[config.mk]
export PLATFORM = sky130hd
export DESIGN_NAME = video_timing_analyser
export DESIGN_NICKNAME = d
export VERILOG_FILES = /design/src/rtl/video_timing_analyser.sv
export SDC_FILE = /design/constraint.sdc
export NUM_CORES = 1
export LEC_CHECK = 0
export BUFFER_PORTS_ARGS = -buffer_cell sky130_fd_sc_hd__buf_2
export CAP_MARGIN = 20
export CORE_MARGIN = 1
export CORE_UTILIZATION = 55
export DETAILED_ROUTE_END_ITERATION = 10
export PLACE_DENSITY = 0.72
export SLEW_MARGIN = 5
export SYNTH_ARGS = -nofsm -noshare
export SYNTH_HDL_FRONTEND = slang
export SYNTH_SLANG_ARGS = --single-unit
[constraint.sdc]
create_clock -name clk -period 5.4 [get_ports clk]
set_input_delay 1.08 -clock clk [delete_from_list [all_inputs] [get_ports clk]]
set_output_delay 1.08 -clock clk [all_outputs]
set_load 0.03 [all_outputs]
[src/rtl/video_timing_analyser.sv]
// video_timing_analyser
//   Measures the timing of an incoming video stream from its syncs and blanking
//   signals. It reports line and frame totals, active sizes, sync pulse lengths
//   and sync polarities. It raises a lock flag once consecutive frames agree.
//
// Ports
//   clk        : single clock, all logic on the rising edge
//   reset_n    : asynchronous active-low reset
//   pixel_stb  : pixel enable; inputs are sampled only when high
//   hsync_n    : horizontal sync, either polarity
//   vsync_n    : vertical sync, either polarity
//   hblank_n   : horizontal blanking, high = active video
//   vblank_n   : vertical blanking, high = active video
//   htotal     : last pixel index of a line (pixels - 1)
//   hactive    : active pixels per line
//   hsync_len  : pixels in the horizontal sync pulse
//   hpolarity  : level of the horizontal sync pulse
//   vtotal     : last line index of a frame (lines - 1)
//   vactive    : active lines per frame
//   vsync_len  : lines in the vertical sync pulse
//   vpolarity  : level of the vertical sync pulse
//   meas_stb   : one-clk pulse when the outputs are refreshed
//   locked     : stable timing detected
//   no_signal  : a counter saturated without seeing a line or frame start
//
// state   | meaning
// SEARCH  | waiting for the first frame start; no results are published
// MEASURE | publishing results and counting consecutive matching frames
// LOCKED  | enough consecutive frames have matched; locked is high
module video_timing_analyser #(
  parameter int hFramingBits = 12,
  parameter int vFramingBits = 12,
  parameter int stableFrames = 2
) (
  input  logic                    clk,
  input  logic                    reset_n,
  input  logic                    pixel_stb,
  input  logic                    hsync_n,
  input  logic                    vsync_n,
  input  logic                    hblank_n,
  input  logic                    vblank_n,
  output logic [hFramingBits-1:0] htotal,
  output logic [hFramingBits-1:0] hactive,
  output logic [hFramingBits-1:0] hsync_len,
  output logic                    hpolarity,
  output logic [vFramingBits-1:0] vtotal,
  output logic [vFramingBits-1:0] vactive,
  output logic [vFramingBits-1:0] vsync_len,
  output logic                    vpolarity,
  output logic                    meas_stb,
  output logic                    locked,
  output logic                    no_signal
);

  localparam int H  = hFramingBits;
  localparam int V  = vFramingBits;
  localparam int CW = $clog2(stableFrames + 1);
  localparam logic [H-1:0] H_MAX = {H{1'b1}};
  localparam logic [H-1:0] H_ONE = H'(1);
  localparam logic [V-1:0] V_MAX = {V{1'b1}};
  localparam logic [V-1:0] V_ONE = V'(1);

  typedef enum logic [1:0] {
    SEARCH  = 2'd0,
    MEASURE = 2'd1,
    LOCKED  = 2'd2
  } state_t;

  state_t          state, state_nxt;
  logic [CW-1:0]   match_cnt, match_cnt_nxt;

  logic            hblank_q, vblank_q;
  logic [H-1:0]    hcnt, hlow, hhigh, hact;
  logic [H-1:0]    line_len_q, line_low_q, line_high_q, line_act_q;
  logic [V-1:0]    vcnt, vlow, vhigh, vact;

  logic            line_start, frame_start, timeout, update, match;
  logic [H-1:0]    cur_len, cur_low, cur_high, cur_act;
  logic [H-1:0]    new_htotal, new_hsync_len;
  logic [V-1:0]    new_vtotal, new_vsync_len;
  logic            new_hpol, new_vpol, h_low_wins, v_low_wins;

  function automatic logic [H-1:0] hinc(input logic [H-1:0] x);
    return (x == H_MAX) ? x : x + H_ONE;
  endfunction

  function automatic logic [V-1:0] vinc(input logic [V-1:0] x);
    return (x == V_MAX) ? x : x + V_ONE;
  endfunction

  assign line_start  = pixel_stb & hblank_n & ~hblank_q;
  assign frame_start = pixel_stb & vblank_n & ~vblank_q;

  // A line start never times out on hcnt because it restarts the count; a
  // frame start likewise restarts the line counter.
  assign timeout = pixel_stb &
                   ((~line_start & (hcnt == H_MAX)) |
                    (line_start & ~frame_start & (vcnt == V_MAX)));

  // The line that just ended is the last complete line when this sample also
  // starts a line; otherwise the last captured line is used.
  assign cur_len  = line_start ? hcnt  : line_len_q;
  assign cur_low  = line_start ? hlow  : line_low_q;
  assign cur_high = line_start ? hhigh : line_high_q;
  assign cur_act  = line_start ? hact  : line_act_q;

  assign h_low_wins    = cur_low < cur_high;
  assign new_htotal    = cur_len - H_ONE;
  assign new_hsync_len = h_low_wins ? cur_low : cur_high;
  assign new_hpol      = ~h_low_wins;

  assign v_low_wins    = vlow < vhigh;
  assign new_vtotal    = vcnt - V_ONE;
  assign new_vsync_len = v_low_wins ? vlow : vhigh;
  assign new_vpol      = ~v_low_wins;

  assign match = (new_htotal == htotal) && (cur_act == hactive) &&
                 (new_vtotal == vtotal) && (vact == vactive);

  assign update = frame_start & ~timeout & (state != SEARCH);
  assign locked = (state == LOCKED);

  always_ff @(posedge clk or negedge reset_n) begin
    if (!reset_n) begin
      state     <= SEARCH;
      match_cnt <= '0;
    end else begin
      state     <= state_nxt;
      match_cnt <= match_cnt_nxt;
    end
  end

  always_comb begin
    state_nxt     = state;
    match_cnt_nxt = match_cnt;
    if (timeout) begin
      state_nxt     = SEARCH;
      match_cnt_nxt = '0;
    end else if (frame_start) begin
      case (state)
        SEARCH: begin
          state_nxt     = MEASURE;
          match_cnt_nxt = '0;
        end
        MEASURE: begin
          if (match) begin
            if (int'(match_cnt) + 1 >= stableFrames - 1) begin
              state_nxt     = LOCKED;
              match_cnt_nxt = '0;
            end else begin
              match_cnt_nxt = CW'(int'(match_cnt) + 1);
            end
          end else begin
            match_cnt_nxt = '0;
          end
        end
        LOCKED: begin
          if (!match) begin
            state_nxt     = MEASURE;
            match_cnt_nxt = '0;
          end
        end
        default: begin
          state_nxt     = SEARCH;
          match_cnt_nxt = '0;
        end
      endcase
    end
  end

  always_ff @(posedge clk or negedge reset_n) begin
    if (!reset_n) begin
      hblank_q    <= 1'b1;
      vblank_q    <= 1'b1;
      hcnt        <= '0;
      hlow        <= '0;
      hhigh       <= '0;
      hact        <= '0;
      line_len_q  <= '0;
      line_low_q  <= '0;
      line_high_q <= '0;
      line_act_q  <= '0;
      vcnt        <= '0;
      vlow        <= '0;
      vhigh       <= '0;
      vact        <= '0;
      htotal      <= '0;
      hactive     <= '0;
      hsync_len   <= '0;
      hpolarity   <= 1'b0;
      vtotal      <= '0;
      vactive     <= '0;
      vsync_len   <= '0;
      vpolarity   <= 1'b0;
      meas_stb    <= 1'b0;
      no_signal   <= 1'b1;
    end else begin
      meas_stb <= 1'b0;
      if (pixel_stb) begin
        hblank_q <= hblank_n;
        vblank_q <= vblank_n;
        // The line-start sample is the first pixel of the new line.
        if (line_start) begin
          line_len_q  <= hcnt;
          line_low_q  <= hlow;
          line_high_q <= hhigh;
          line_act_q  <= hact;
          hcnt        <= H_ONE;
          hlow        <= hsync_n ? '0 : H_ONE;
          hhigh       <= hsync_n ? H_ONE : '0;
          hact        <= H_ONE;
        end else begin
          hcnt <= hinc(hcnt);
          if (!hsync_n) hlow  <= hinc(hlow);
          else          hhigh <= hinc(hhigh);
          if (hblank_n) hact <= hinc(hact);
        end
        // A line starting on the frame-start sample is line 1 of the new frame.
        if (frame_start) begin
          vcnt  <= line_start ? V_ONE : '0;
          vlow  <= (line_start && !vsync_n) ? V_ONE : '0;
          vhigh <= (line_start && vsync_n) ? V_ONE : '0;
          vact  <= line_start ? V_ONE : '0;
        end else if (line_start) begin
          vcnt <= vinc(vcnt);
          if (!vsync_n) vlow  <= vinc(vlow);
          else          vhigh <= vinc(vhigh);
          if (vblank_n) vact <= vinc(vact);
        end
      end
      if (timeout)          no_signal <= 1'b1;
      else if (frame_start) no_signal <= 1'b0;
      if (update) begin
        htotal    <= new_htotal;
        hactive   <= cur_act;
        hsync_len <= new_hsync_len;
        hpolarity <= new_hpol;
        vtotal    <= new_vtotal;
        vactive   <= vact;
        vsync_len <= new_vsync_len;
        vpolarity <= new_vpol;
        meas_stb  <= 1'b1;
      end
    end
  end

endmodule

==> results of run 1 <==
[layout make-up]
class | instances | area [um^2]
timing repair buffer | 94 | 520
sequential | 226 | 5660
tap | 275 | 344
clock inverter | 10 | 145
fill | 1777 | 7720
multi-input combinational | 978 | 6010
clock buffer | 35 | 733
inverter | 58 | 218
[cell families after synthesis]
logic type,after synthesis,synth area share
XOR/XNOR,130,0.0938
multiplexers,57,0.0484
flip-flops,226,0.466
adder cells (fa/ha/maj),33,0.0340
AO/OA/AOI/OAI,191,0.0923
buffers and inverters,126,0.0407
AND/OR/NAND/NOR,567,0.225
[how the worst min path moves through the flow]
stage | endpoint | slack [ps] | cells past startpoint
floorplan | line_low_q[11] | 440 | 2
global placement | line_low_q[4] | 450 | 2
detailed placement | line_low_q[8] | 460 | 2
CTS | line_low_q[8] | 480 | 2
global route | line_low_q[11] | 500 | 2
finish | line_low_q[7] | 470 | 2
[cell usage after synthesis (all sizes together) (3+ instances only)]
cell type	number	share of area
o22ai	3	0.0015
dfrtp	223	0.46
nand3b	6	0.0037
and4b	4	0.0033
nor4	22	0.013
and4	6	0.0043
and3	10	0.0056
a2111oi	4	0.0029
o21a	4	0.0025
mux2i	43	0.035
nand2	222	0.069
and2	5	0.0026
nand4	38	0.020
a211o	3	0.0022
inv	58	0.018
dfstp	3	0.0065
nand3	45	0.019
buf	22	0.0086
mux2	14	0.013
or2	6	0.0031
nor2b	8	0.0041
xnor2	59	0.043
a31oi	3	0.0015
nor2	119	0.037
ha	33	0.034
nor3	21	0.0091
clkbuf	46	0.014
nand2b	13	0.0067
a21oi	34	0.014
o2111ai	5	0.0036
o21ai	102	0.042
a21o	9	0.0056
xor2	71	0.051
or3	22	0.012
nor3b	6	0.0046
or4	6	0.0037
a221oi	3	0.0022
o31a	3	0.0022
o211ai	3	0.0019
[worst max-delay path, stage by stage]
cell	delay (ps)
buf_2	250
and3b_4	860
mux2i_1	260
ha_1	370
nand4_1	100
nor2_1	150
nand4_1	120
o21ai_1	610
buf_4	310
nand2_1	70
o21ai_0	80
o21ai_0	110
[metrics by stage]
| step | setup WS, ps | utilization | cell area, um^2 | power [W] |
|---|---|---|---|---|
| 2_1_floorplan | 924 | - | 12100 | 0.00382 |
| 3_3_place_gp | 972 | 0.597 | 12800 | 0.00437 |
| 3_5_place_dp | 827 | 0.597 | 12800 | 0.00442 |
| 4_1_cts | 1380 | 0.638 | 13600 | 0.00624 |
| 5_1_grt | 999 | 0.638 | 13600 | 0.00658 |
| 6_report | 1360 | 0.638 | 13600 | 0.00620 |
[layer usage]
layer  vias up  track usage  part of all wire
met2       219        0.428              0.48
li1       4662            -                 -
met4         0       0.0810             0.026
met1      4672        0.358              0.45
met3        47       0.0370             0.043
met5         -            0                 0
[report_power, final]
part           internal [W]  switching (W)
Clock               0.00109       0.000694
Combinational      0.000794        0.00130
Sequential          0.00196       0.000364
Total               0.00385        0.00235
==> flow_summary.toml, run 1 <==
[outcome]
status = "finished clean"

[die]
die_h_um = 151
fp.dieW_um = 151
start_util = 0.569
die_area_um2 = 22700
coreArea_um2 = 21400
pin_count = 84
fp-row-count = 53

[worst_hold_path]
worstHoldStart = "line_low_q[7]"
holdCritPathClass = "flip-flop to flip-flop"

[timing]
slew_headroom = 0.366
finalCritPeriodShare = 0.748
tightestPinTransition_ps = 948
worst_clock_skew_ps = 12.9
whs_ps = 468
max_freq_ghz = 0.248
hold_viol = 0
finalSetupTns_ps = 0
fin_crit_ps = 4040
setup_viol = 0
rsz0062_at_grt = "no"
drv_slew = 0

[run]
drv_cap = 0

[synth]
syn_nets = 1370
ys_seq_area_frac = 0.466
yosys_warnings = 0
syn_area_per_cell_um2 = 9.13
synthesis.area_um2 = 12100
ys_seq_elements = 226
synth_edf_count = 0
synth_cell_types = 66
synthCells = 1330
ys.flop_type = "dfrtp_1"
async_reset_ff_frac = 1.00

[drt]
drcViolationCount = 0
drt.antenna.violating_nets = 0
first_pass_iters = 5
drt_iter0_markers = 559
vias = 9600
wl_mm = 28.2
routedWlPerCell_um = 16.8
via_per_inst = 5.73

[critical_path]
endpoint_kind = "flip-flop"
r2r_cells = 11
cp_max_fo = 68
worstReg2RegStart = "vcnt[0]"
cp-start-kind = "input port"
critical_path.endpoint = "hsync_len[5]"
worst-r2r-setup-slack_ps = 1550
regToRegEndpoint = "state[0]"
cp_data_required_time_ps = 5770
crit_start = "pixel_stb"
crit_type = "input port to flip-flop"
crit_arrival_ps = 4410

[global_route]
track_usage = 0.261
antenna_found_initial = 0
grt_overflow = 0
grt_max_degree = 117
grt_pass1_wl_mm = 47.1
first_global_vias = 9244

[cts]
clk_pin_slew_ps = 60
cts_tree = "built"
numClockSinks = 226
cts-hold-fix-buffers = 0
insertion_delay_ps = 540
ctsResizeCount = 0
cts_buffers = 25
post-cts-setup-buffers = 0
htree_levels = 1
clk_path_buf_depth = 3
cts-root-buf = "clkbuf_16"

[placement]
dp_cells = 1631
hpwl_mm = 19.5
io_buffers = 83
place_congestion = 0.902

[power]
p_per_area_nw_per_um2 = 455
p_leak_nw = 6.77
ir_worst_vdd_uv = 408

[cells_and_area]
num-nets-final = 1423
mostFrequentLayoutCells = "dfrtp_1 (223), nand2_1 (222), nor2_1 (118)"
area_growth_pct = 12.3
stdcell_count = 1676
drive_gt1_frac = 0.122
final_common_cell = "dfrtp_1"
antenna_cells = 0
Power figures use the tool's default switching activity.
==> run 2, diff against run 1 <==
- clock period: 5.4 -> 4.1 ns (I/O delays scaled with it)
==> run 2 against run 1 <==
Compared with the run above:
- utilization up 0.36 points
- register-to-register slack worse by 1100 ps
- clock-buffer cell count rose by 4
- combinational power up 34%
- via count rose by 0.16%
- critical path type is now flip-flop to flip-flop
- largest cell class unchanged
- highest routed layer unchanged
==> flow_summary.toml, run 2 (synthesis gave the netlist of run 1 again) <==
[die]
die_area_um2 = 22700
fp-row-count = 53
die_h_um = 151
coreArea_um2 = 21400
start_util = 0.569
pin_count = 84
fp.dieW_um = 151

[outcome]
status = "finished clean"

[power]
p_per_area_nw_per_um2 = 594
ir_worst_vdd_uv = 378
p_total_w = 0.00815
p_leak_nw = 6.82

[cts]
clk_path_buf_depth = 3
post-cts-setup-buffers = 0
cts_tree = "built"
cts-hold-fix-buffers = 0
numClockSinks = 226
cts-root-buf = "clkbuf_16"
htree_levels = 1
clk_pin_slew_ps = 60
insertion_delay_ps = 530
ctsResizeCount = 0
cts_buffers = 25

[timing]
worst_clock_skew_ps = 13.2
slew_headroom = 0.461
tightestPinTransition_ps = 809
finalSetupTns_ps = 0
finalCritPeriodShare = 0.885
max_freq_ghz = 0.276
hold_viol = 0
drv_slew = 0
rsz0062_at_grt = "no"
fin_crit_ps = 3630
setup_viol = 0

[run]
drv_cap = 0

[global_route]
antenna_found_initial = 0
first_global_vias = 9228
grt_overflow = 0
track_usage = 0.262
grt_pass1_wl_mm = 47.1
grt_max_degree = 119

[cells_and_area]
utilization = 0.642
drive_gt1_frac = 0.126
num-nets-final = 1433
mostFrequentLayoutCells = "dfrtp_1 (223), nand2_1 (222), nor2_1 (118)"
area_growth_pct = 12.9
antenna_cells = 0
fin_area_um2 = 13700
final_common_cell = "dfrtp_1"
num-fill-cells = 1801

[placement]
place_congestion = 0.932
hpwl_mm = 19.7
placed_cell_area_um2 = 12900
io_buffers = 83

[drt]
drcViolationCount = 0
routedWlPerCell_um = 17.1
drt.antenna.violating_nets = 0
via_per_inst = 5.70
first_pass_iters = 5
drt_iter0_markers = 468
wl_mm = 28.9
vias = 9615

[critical_path]
crit_type = "flip-flop to flip-flop"
endpoint_kind = "flip-flop"
cp-start-kind = "flip-flop"
cp_max_fo = 7
r2r_cells = 11
crit_arrival_ps = 4020
cp_data_required_time_ps = 4490

[worst_hold_path]
holdCritPathClass = "input port to asynchronous set/reset pin"
==> run 2: path summary, 6_finish.rpt <==
| check | from | end | slack (ps) |
|---|---|---|---|
| hold reg to reg | line_low_q[5] | line_low_q[5] | 470 |
| setup / recovery | vcnt[1] | state[0] | 470 |
| max in group asynchronous | reset_n | hblank_q | 2840 |
| hold / removal | reset_n | hact[11] | 310 |
| setup reg to reg | vcnt[1] | state[0] | 470 |
| min in group clk | line_low_q[5] | line_low_q[5] | 470 |
==> run 2: critical path, stage by stage (launching register included) <==
cell	delay, ps
dfrtp_1	430
inv_1	80
ha_1	270
nor3b_4	210
and3b_1	270
and3_4	210
or4_1	500
or4_1	540
or3_4	400
nor4_4	300
mux2_2	220
a221oi_1	60
==> run 2: power breakdown <==
| part | switching, W | internal [W] | total (W) |
|---|---|---|---|
| sequential | 0.000456 | 0.00259 | 0.00304 |
| combinational | 0.00175 | 0.00106 | 0.00281 |
| clock | 0.000908 | 0.00139 | 0.00230 |
==> run 2: through the flow <==
stage                     instances  hold WS (ps)  worst slack, ps
final                          1686           311              470
after global routing           1686           390              306
after CTS                      1686           365              488
after detailed placement       1641           457              367
after global placement         1641           452              438
after floorplan                1330           440             15.0
==> run 2: per-layer routing <==
layer,part of all wire,GRT usage,up-vias
met1,0.46,0.360,4669
met5,0,0,-
met2,0.47,0.431,226
met3,0.046,0.0339,48
met4,0.025,0.0780,0
li1,-,-,4672
==> run 2: cell type report <==
| cell class | count | area, um^2 | share of cell area |
|---|---|---|---|
| Tap cell | 275 | 344 | 0.0251 |
| Multi-Input combinational cell | 978 | 6010 | 0.438 |
| Clock inverter | 6 | 86.3 | 0.00630 |
| Timing Repair Buffer | 104 | 633 | 0.0462 |
| Sequential cell | 226 | 5660 | 0.413 |
| Inverter | 58 | 218 | 0.0159 |
| Clock buffer | 39 | 758 | 0.0553 |
